File: src/rtl/hdmi_video_tx.sv
`default_nettype none
// ============================================================================
// Module   : hdmi_video_tx
// Purpose  : 1280x720@60 (CEA VIC 4) video transmit core. Generates the
//            raster counters, sync and data-enable timing, and the three
//            TMDS 8b/10b symbol streams handed to an external 10:1
//            serializer. HDMI mode adds the video preamble and guard band
//            ahead of every active line; DVI mode sends plain control tokens.
// Ports    : clk_pixel     - 74.25 MHz pixel clock, rising edge
//            resetn        - asynchronous active-low reset
//            rgb           - {R,G,B} for the pixel addressed by cx/cy now
//            cx, cy        - raster position (0..1649, 0..749)
//            frame_width   - constant 1280
//            frame_height  - constant 720
//            tmds0/1/2     - 10-bit TMDS symbols (blue, green, red), LSB first
// Revision : 1.0 - initial release
// ============================================================================
module hdmi_video_tx #(
  parameter int DVI_OUTPUT = 0,
  parameter int START_X    = 0,
  parameter int START_Y    = 0
) (
  input  logic        clk_pixel,
  input  logic        resetn,
  input  logic [23:0] rgb,
  output logic [10:0] cx,
  output logic [9:0]  cy,
  output logic [10:0] frame_width,
  output logic [9:0]  frame_height,
  output logic [9:0]  tmds0,
  output logic [9:0]  tmds1,
  output logic [9:0]  tmds2
);

  localparam logic [10:0] H_TOTAL_M1 = 11'd1649;
  localparam logic [9:0]  V_TOTAL_M1 = 10'd749;
  localparam logic [10:0] H_ACTIVE   = 11'd1280;
  localparam logic [9:0]  V_ACTIVE   = 10'd720;
  localparam logic [10:0] START_X_L  = START_X[10:0];
  localparam logic [9:0]  START_Y_L  = START_Y[9:0];

  localparam logic [9:0] TOKEN_00   = 10'b1101010100;
  localparam logic [9:0] TOKEN_01   = 10'b0010101011;
  localparam logic [9:0] TOKEN_10   = 10'b0101010100;
  localparam logic [9:0] TOKEN_11   = 10'b1010101011;
  localparam logic [9:0] GUARD_0_2  = 10'b1011001100;
  localparam logic [9:0] GUARD_1    = 10'b0100110011;

  function automatic logic [9:0] ctrl_token(input logic [1:0] c);
    logic [9:0] t;
    case (c)
      2'b00:   t = TOKEN_00;
      2'b01:   t = TOKEN_01;
      2'b10:   t = TOKEN_10;
      default: t = TOKEN_11;
    endcase
    return t;
  endfunction

  assign frame_width  = H_ACTIVE;
  assign frame_height = V_ACTIVE;

  // --------------------------------------------------------------------------
  // Raster counters
  // --------------------------------------------------------------------------
  always_ff @(posedge clk_pixel or negedge resetn) begin
    if (!resetn) begin
      cx <= START_X_L;
      cy <= START_Y_L;
    end else if (cx == H_TOTAL_M1) begin
      cx <= '0;
      cy <= (cy == V_TOTAL_M1) ? '0 : cy + 10'd1;
    end else begin
      cx <= cx + 11'd1;
    end
  end

  // --------------------------------------------------------------------------
  // Timing decode for the current raster position
  // --------------------------------------------------------------------------
  logic de, hsync, vsync, island_line, preamble, guard;

  always_comb begin
    de          = (cx < H_ACTIVE) && (cy < V_ACTIVE);
    hsync       = (cx >= 11'd1390) && (cx <= 11'd1429);
    vsync       = (cy >= 10'd725) && (cy <= 10'd729);
    // Preamble/guard band only precede a line that will carry pixels.
    island_line = (DVI_OUTPUT == 0) && ((cy == V_TOTAL_M1) || (cy <= 10'd718));
    preamble    = island_line && (cx >= 11'd1640) && (cx <= 11'd1647);
    guard       = island_line && (cx >= 11'd1648);
  end

  logic [1:0] ctrl     [3];
  logic [9:0] guard_sym[3];

  always_comb begin
    ctrl[0]      = {vsync, hsync};
    ctrl[1]      = {1'b0, preamble};
    ctrl[2]      = 2'b00;
    guard_sym[0] = GUARD_0_2;
    guard_sym[1] = GUARD_1;
    guard_sym[2] = GUARD_0_2;
  end

  // --------------------------------------------------------------------------
  // Per-channel TMDS encoder: channel 0 blue, 1 green, 2 red
  // --------------------------------------------------------------------------
  for (genvar ch = 0; ch < 3; ch++) begin : g_ch
    logic [7:0] d;
    logic [8:0] qm;
    logic [3:0] n1d;
    logic [3:0] n1q;
    logic       xnor_sel;
    // Running disparity kept as 5-bit two's complement; sign read from bit 4.
    logic [4:0] cnt;
    logic [4:0] cnt_nx;
    logic [4:0] diff;
    logic [9:0] q_data;
    logic [9:0] sym;

    assign d = rgb[8*ch +: 8];

    always_comb begin
      n1d = '0;
      for (int k = 0; k < 8; k++) n1d = n1d + {3'b000, d[k]};
      xnor_sel = (n1d > 4'd4) || ((n1d == 4'd4) && !d[0]);

      qm    = '0;
      qm[0] = d[0];
      for (int k = 1; k < 8; k++)
        qm[k] = xnor_sel ? ~(qm[k-1] ^ d[k]) : (qm[k-1] ^ d[k]);
      qm[8] = ~xnor_sel;

      n1q = '0;
      for (int k = 0; k < 8; k++) n1q = n1q + {3'b000, qm[k]};
      // n1 - n0 = 2*n1 - 8, taken modulo 32
      diff = {n1q, 1'b0} - 5'd8;

      if ((cnt == 5'd0) || (n1q == 4'd4)) begin
        q_data = {~qm[8], qm[8], (qm[8] ? qm[7:0] : ~qm[7:0])};
        cnt_nx = qm[8] ? (cnt + diff) : (cnt - diff);
      end else if ((!cnt[4] && (n1q > 4'd4)) || (cnt[4] && (n1q < 4'd4))) begin
        q_data = {1'b1, qm[8], ~qm[7:0]};
        cnt_nx = cnt + {3'b000, qm[8], 1'b0} - diff;
      end else begin
        q_data = {1'b0, qm[8], qm[7:0]};
        cnt_nx = cnt - {3'b000, ~qm[8], 1'b0} + diff;
      end
    end

    always_ff @(posedge clk_pixel or negedge resetn) begin
      if (!resetn) begin
        sym <= TOKEN_00;
        cnt <= '0;
      end else if (de) begin
        sym <= q_data;
        cnt <= cnt_nx;
      end else begin
        sym <= guard ? guard_sym[ch] : ctrl_token(ctrl[ch]);
        cnt <= '0;
      end
    end
  end

  assign tmds0 = g_ch[0].sym;
  assign tmds1 = g_ch[1].sym;
  assign tmds2 = g_ch[2].sym;

endmodule
`default_nettype wire

File: config.mk
export PLATFORM = sky130hd
export DESIGN_NAME = hdmi_video_tx
export DESIGN_NICKNAME = d
export VERILOG_FILES = /design/src/rtl/hdmi_video_tx.sv
export SDC_FILE = /design/constraint.sdc
export NUM_CORES = 1
export LEC_CHECK = 0
export BUFFER_PORTS_ARGS = -buffer_cell sky130_fd_sc_hd__buf_2
export CORE_ASPECT_RATIO = 0.6
export CORE_MARGIN = 3
export CORE_UTILIZATION = 40
export CTS_CLUSTER_DIAMETER = 150
export CTS_CLUSTER_SIZE = 40
export DETAILED_ROUTE_END_ITERATION = 8
export GPL_TIMING_DRIVEN = 1
export PLACE_DENSITY = 0.73
export SETUP_SLACK_MARGIN = 0.15
export SLEW_MARGIN = 20
export SYNTH_ARGS = -nofsm -noshare
export SYNTH_HDL_FRONTEND = slang
export SYNTH_SLANG_ARGS = --single-unit
File: constraint.sdc
create_clock -name clk_pixel -period 2.49 [get_ports clk_pixel]
set_clock_uncertainty 0.05 [all_clocks]
set_input_delay 0.3735 -clock clk_pixel [delete_from_list [all_inputs] [get_ports clk_pixel]]
set_output_delay 0.3735 -clock clk_pixel [all_outputs]
set_load 0.005 [all_outputs]
---- Yosys cells after proc, flatten, opt, wreduce, memory -nomap -nowiden ----
Cells that the tools add are included.
word-level totals
  word-level logic and storage cells ...... 238
  bits in registers ....................... 66
  memories kept ........................... 0
  ROM bits ................................ 0
  bits in latches ......................... 0
  output and inout bits ................... 72
  bits in writable memories ............... 0
  bits of input ports ..................... 26
operators by class
  magnitude comparators ................... 19
  equal/unequal tests ..................... 10
  bitwise logic cells ..................... 48
  add/subtract/negate cells ............... 65
  $mul .................................... 0
  div/mod/pow operators ................... 0
  multiplexer cells ....................... 52
  reduce and logical (&&, ||, !) cells .... 36
  shift operators ......................... 0
operator list
  kind                    count
  $mux W10                12
  $add A4 B1 Y4           24
  $mux W5                 12
  $ge A11 B11 Y1 const B  3
  $add A5 B5 Y5           6
  $pmux W10 S3            1
  $sub A5 B5 Y5           6
  $add A3 B1 Y4           6
  $eq A4 B3 Y1 const B    6
  $gt A4 B3 Y1 const B    6
  $mux W8                 3
  $not A1 Y1              24
  $not A8 Y8              3
  $le A11 B11 Y1 const B  2
  $mux W1                 21
  $xor A1 B1 Y1           21
  $le A10 B10 Y1 const B  2
  $pmux W10 S2            1
  $add A2 B1 Y3           6
  $add A5 B2 Y5           3
  $logic_and A1 B1 Y1     15
  $logic_not A5 Y1        3
  $sub A5 B2 Y5           3
  $sub A5 B4 Y5 const B   3
  other kinds (16)        38

---- Longest topological paths before layout ----
  depth after elaboration ................. 36
  depth in mapped cells ................... 29
  mapped depth without buffers ............ 28

---- Least setup slack after synthesis ----
OpenSTA, ideal clock, no wires.
  path type ............................... input to register
  start ................................... in rgb[8]
  end ..................................... reg g_ch[1].cnt[4]
  required time ........................... 2312 ps
  stages .................................. 28
  setup slack ............................. -5499 ps
  arrival time ............................ 7812 ps
  cell sequence ........................... inv_1 fa_1 fa_1 fa_1 inv_1 ha_1 fa_1 or3b_1 a22oi_2 inv_2 xnor2_1 fa_1 fa_1 inv_1 fa_1 ha_1 fa_1 inv_1 ha_1 a21o_1 inv_1 ha_1 nor2b_1 o21a_1 a211o_1 and3_1 a311oi_2 mux2_1
between the ends
  word-level cells in the longest chain between the ends .. 36
RTL lines
  element                                                                 line  source
  start: declaration                                                      25    input logic [23:0] rgb,
  parallel branches: the longest is 34 deep, another holds $add A3 B1 Y4  n/a
  $mux W5 (*)                                                             139   if ((cnt == 5'd0) || (n1q == 4'd4)) begin
  $mux W5 (*)                                                             155   end else if (de) begin
  end signal: assignment                                                  157   cnt <= cnt_nx;
  end: declaration                                                        115   logic [4:0] cnt;
Mark *: on every way between the ends.
A chain may end at the register's enable or synchronous reset.

---- Worst setup path in the final report ----
Same ends and word-level chain as after synthesis.

==> run summary <==
CP Launch Type - input pin
Final setup vio count - 42
Async SR Flop Fraction - 100.0%
Max Cap Viol - 0
Std cell rows - 35
First-pass GRT wire length - 30.87 mm
Grt ovf - 0
Max H-tree Level - 3
Vias in the first global route - 5,963
Kind of critical path - input pin to register
Slew Limit Headroom - 30.34%
Crit path capture type - register
Most frequent CP cell - fa_1
Hold Crit Class - input pin to async pin
Worst skew pair latency - 0.34 ns
Register bit total from synthesis - 63
# clock sinks - 63
Routability cong. - 0.9451
DIE HEIGHT - 104.4 um
Largest net degree at the start of global routing - 64
Crit path DAT - 7.93 ns
Die W - 170.0 um
CTS Buffer Depth - 2
Non-Filler Instances - 1,167
Top cells by area, synth - dfrtp_1, ha_1, fa_1, xnor2_1, dfstp_2
CP Buf/Inv Count - 8
Clock transition at path regs - 0.06 ns
I/O Buffers - 76
Seq/Total Area, Yosys - 24.72%
Most instantiated library cell after synthesis - inv_1
Post-synthesis cell type count - 64
Synth Warn # - 0
Pre-antenna DRT Iters - 5
Top cell type's share of synthesized area - 18.62%
Detailed Route WL - 20.06 mm
Nets - 1,093
Fmax - 128.9 MHz
Vias per inst - 5.036
Post-synth top area cell - dfrtp_1
DR DRC count - 0
Failing checks - negative hold slack, negative setup slack
CP max stage delay - 0.57 ns
Total GRT Usage - 21.67%
Top_reg_cell synth - dfrtp_1
Routed Antenna Nets - 0
Layout cell share with drive strength beyond 1 - 49.17%
Cell area after synthesis - 6452 um^2
Family with the most delay on the worst path - adder cells
Post-synth top cells - inv_1, ha_1, xnor2_1, dfrtp_1
Synthesized instance count - 675
Status - finished, violations left
Final setup margin - -5.268 ns
Starting Density - 41.51%
CTS tree - yes
Vias - 5,877
CTS buffer count - 9
Post-synth EDFFs - 0
Area taken by multi-input logic gates - 5156 um^2
Filler Cells Inserted - 1,134
Min Clock Period, post-route - 7.758 ns
Post-DP HPWL - 13.13 mm
Full die area - 17,740 um^2
Unrepaired setup endpoints after global routing - true
Dpl cells - 1,086
Area Growth Syn to Fin - 53.23%
WP data required - 2.66 ns
Initial drt markers - 534
Core ar. - 15,550 um^2
Area taken by flip-flops and latches - 1595 um^2
Core Util, Final - 63.60%
CP max stage cell - fa_1
Antenna cells - 0
Wirelength per Cell - 17.19 um
Initial antenna violation count - 0
Hold_ws - -0.01783 ns
CP Max Fanout - 3
Fin crit share - 311.6%
Io pins - 98
Worst-Margin Slew - 1.034 ns
Max Slew Vio Count - 0
Synthesized area per cell - 9.559 um^2
Root Buffer Master - clkbuf_16
Fin. Hold Viols - 14
per-stage QoR:
step / cell area, um^2 / setup slack [ns] / setup TNS, ns / hold WS, ns
finish: 9887 / -5.268 / -183.00 / -0.01783
global route: 9887 / -5.535 / -191.67 / 0.01904
CTS: 9632 / -5.081 / -180.10 / 0.006783
detailed placement: 8373 / -5.567 / -201.06 / 0.3629
global placement: 8373 / -5.455 / -196.40 / 0.3552
floorplan: 6828 / -5.422 / -188.48 / 0.02791
repair_timing:
| action | in CTS | in global routing |
|---|---|---|
| hold buffers | 0 | 0 |
| setup endpoints to repair | 42 | 44 |
| pin swaps | 71 | 36 |
| gates resized for setup | 112 | 40 |
| buffers inserted | 55 | 10 |
cells by family (layout without fill, tap and decap cells):
logic type / after synthesis / after routing / synth area share [%]
fa+ha+maj: 108 / 108 / 25.48
buf+inv: 132 / 402 / 8.959
xor+xnor: 104 / 104 / 15.80
other cells: 2 / 21 / 0.1164
simple gates: 139 / 139 / 10.78
flops: 63 / 63 / 24.72
compound gates: 120 / 120 / 12.91
mux: 7 / 7 / 1.222
cells in the final DEF, fill, tap and decap left out, types with 7 or more instances in the layout:
cell / netlist / final
buf_4: 21 / 185
inv_1: 95 / 72
buf_2: 3 / 70
dfrtp_1: 48 / 48
ha_1: 69 / 47
xnor2_1: 66 / 44
nor2_1: 39 / 33
fa_1: 39 / 26
xor2_1: 29 / 25
nand2_1: 28 / 24
buf_6: 0 / 24
xnor2_2: 4 / 23
conb_1: 2 / 21
ha_4: 0 / 19
o21ai_0: 27 / 17
a21o_1: 16 / 16
inv_2: 2 / 16
nand3_1: 18 / 16
dfstp_2: 15 / 15
fa_2: 0 / 13
a21oi_1: 22 / 12
o21ai_1: 1 / 11
a211oi_2: 0 / 10
nor2b_1: 10 / 10
a21oi_2: 1 / 9
clkbuf_16: 0 / 9
o21a_1: 7 / 7
nor3_1: 7 / 7
state kept, by name, summed over array words and instances (netlist names):
| name | flops |
|---|---|
| g_ch.cnt | 12 |
| cx | 11 |
| cy | 10 |
| tmds0 | 10 |
| tmds1 | 10 |
| tmds2 | 10 |
layer usage:
layer,track usage (%),wire length (um)
met5,0,0
met4,5.903,612
met3,3.950,1279
met2,33.82,9384
met1,30.90,8784
final cells by class:
| type | count | share of cell area (%) |
|---|---|---|
| multi-input cells | 499 | 52.15 |
| repair buffers | 289 | 22.05 |
| flip-flops and latches | 63 | 16.14 |
| inverters | 97 | 3.986 |
| well taps | 203 | 2.569 |
| clock buffers | 10 | 2.417 |
| clock inverters | 6 | 0.6960 |
worst paths after layout:
kind / from / endpoint / slack, ns / depth (start not counted)
max in group asynchronous: resetn / tmds1[4] / 2.07 / 2
min in group clk_pixel: rgb[16] / tmds2[0] / 0.39 / 4
worst max register to register: g_ch[2].cnt[1] / g_ch[2].cnt[4] / -0.09 / 10
worst max-delay path: rgb[8] / g_ch[1].cnt[4] / -5.27 / 30
worst min-delay path: resetn / cy[0] / -0.02 / 2
worst min register to register: cy[7] / cy[7] / 0.47 / 1
Power is not shown: default switching activity piles up to over one toggle a cycle in this logic, so the estimate is an artifact.
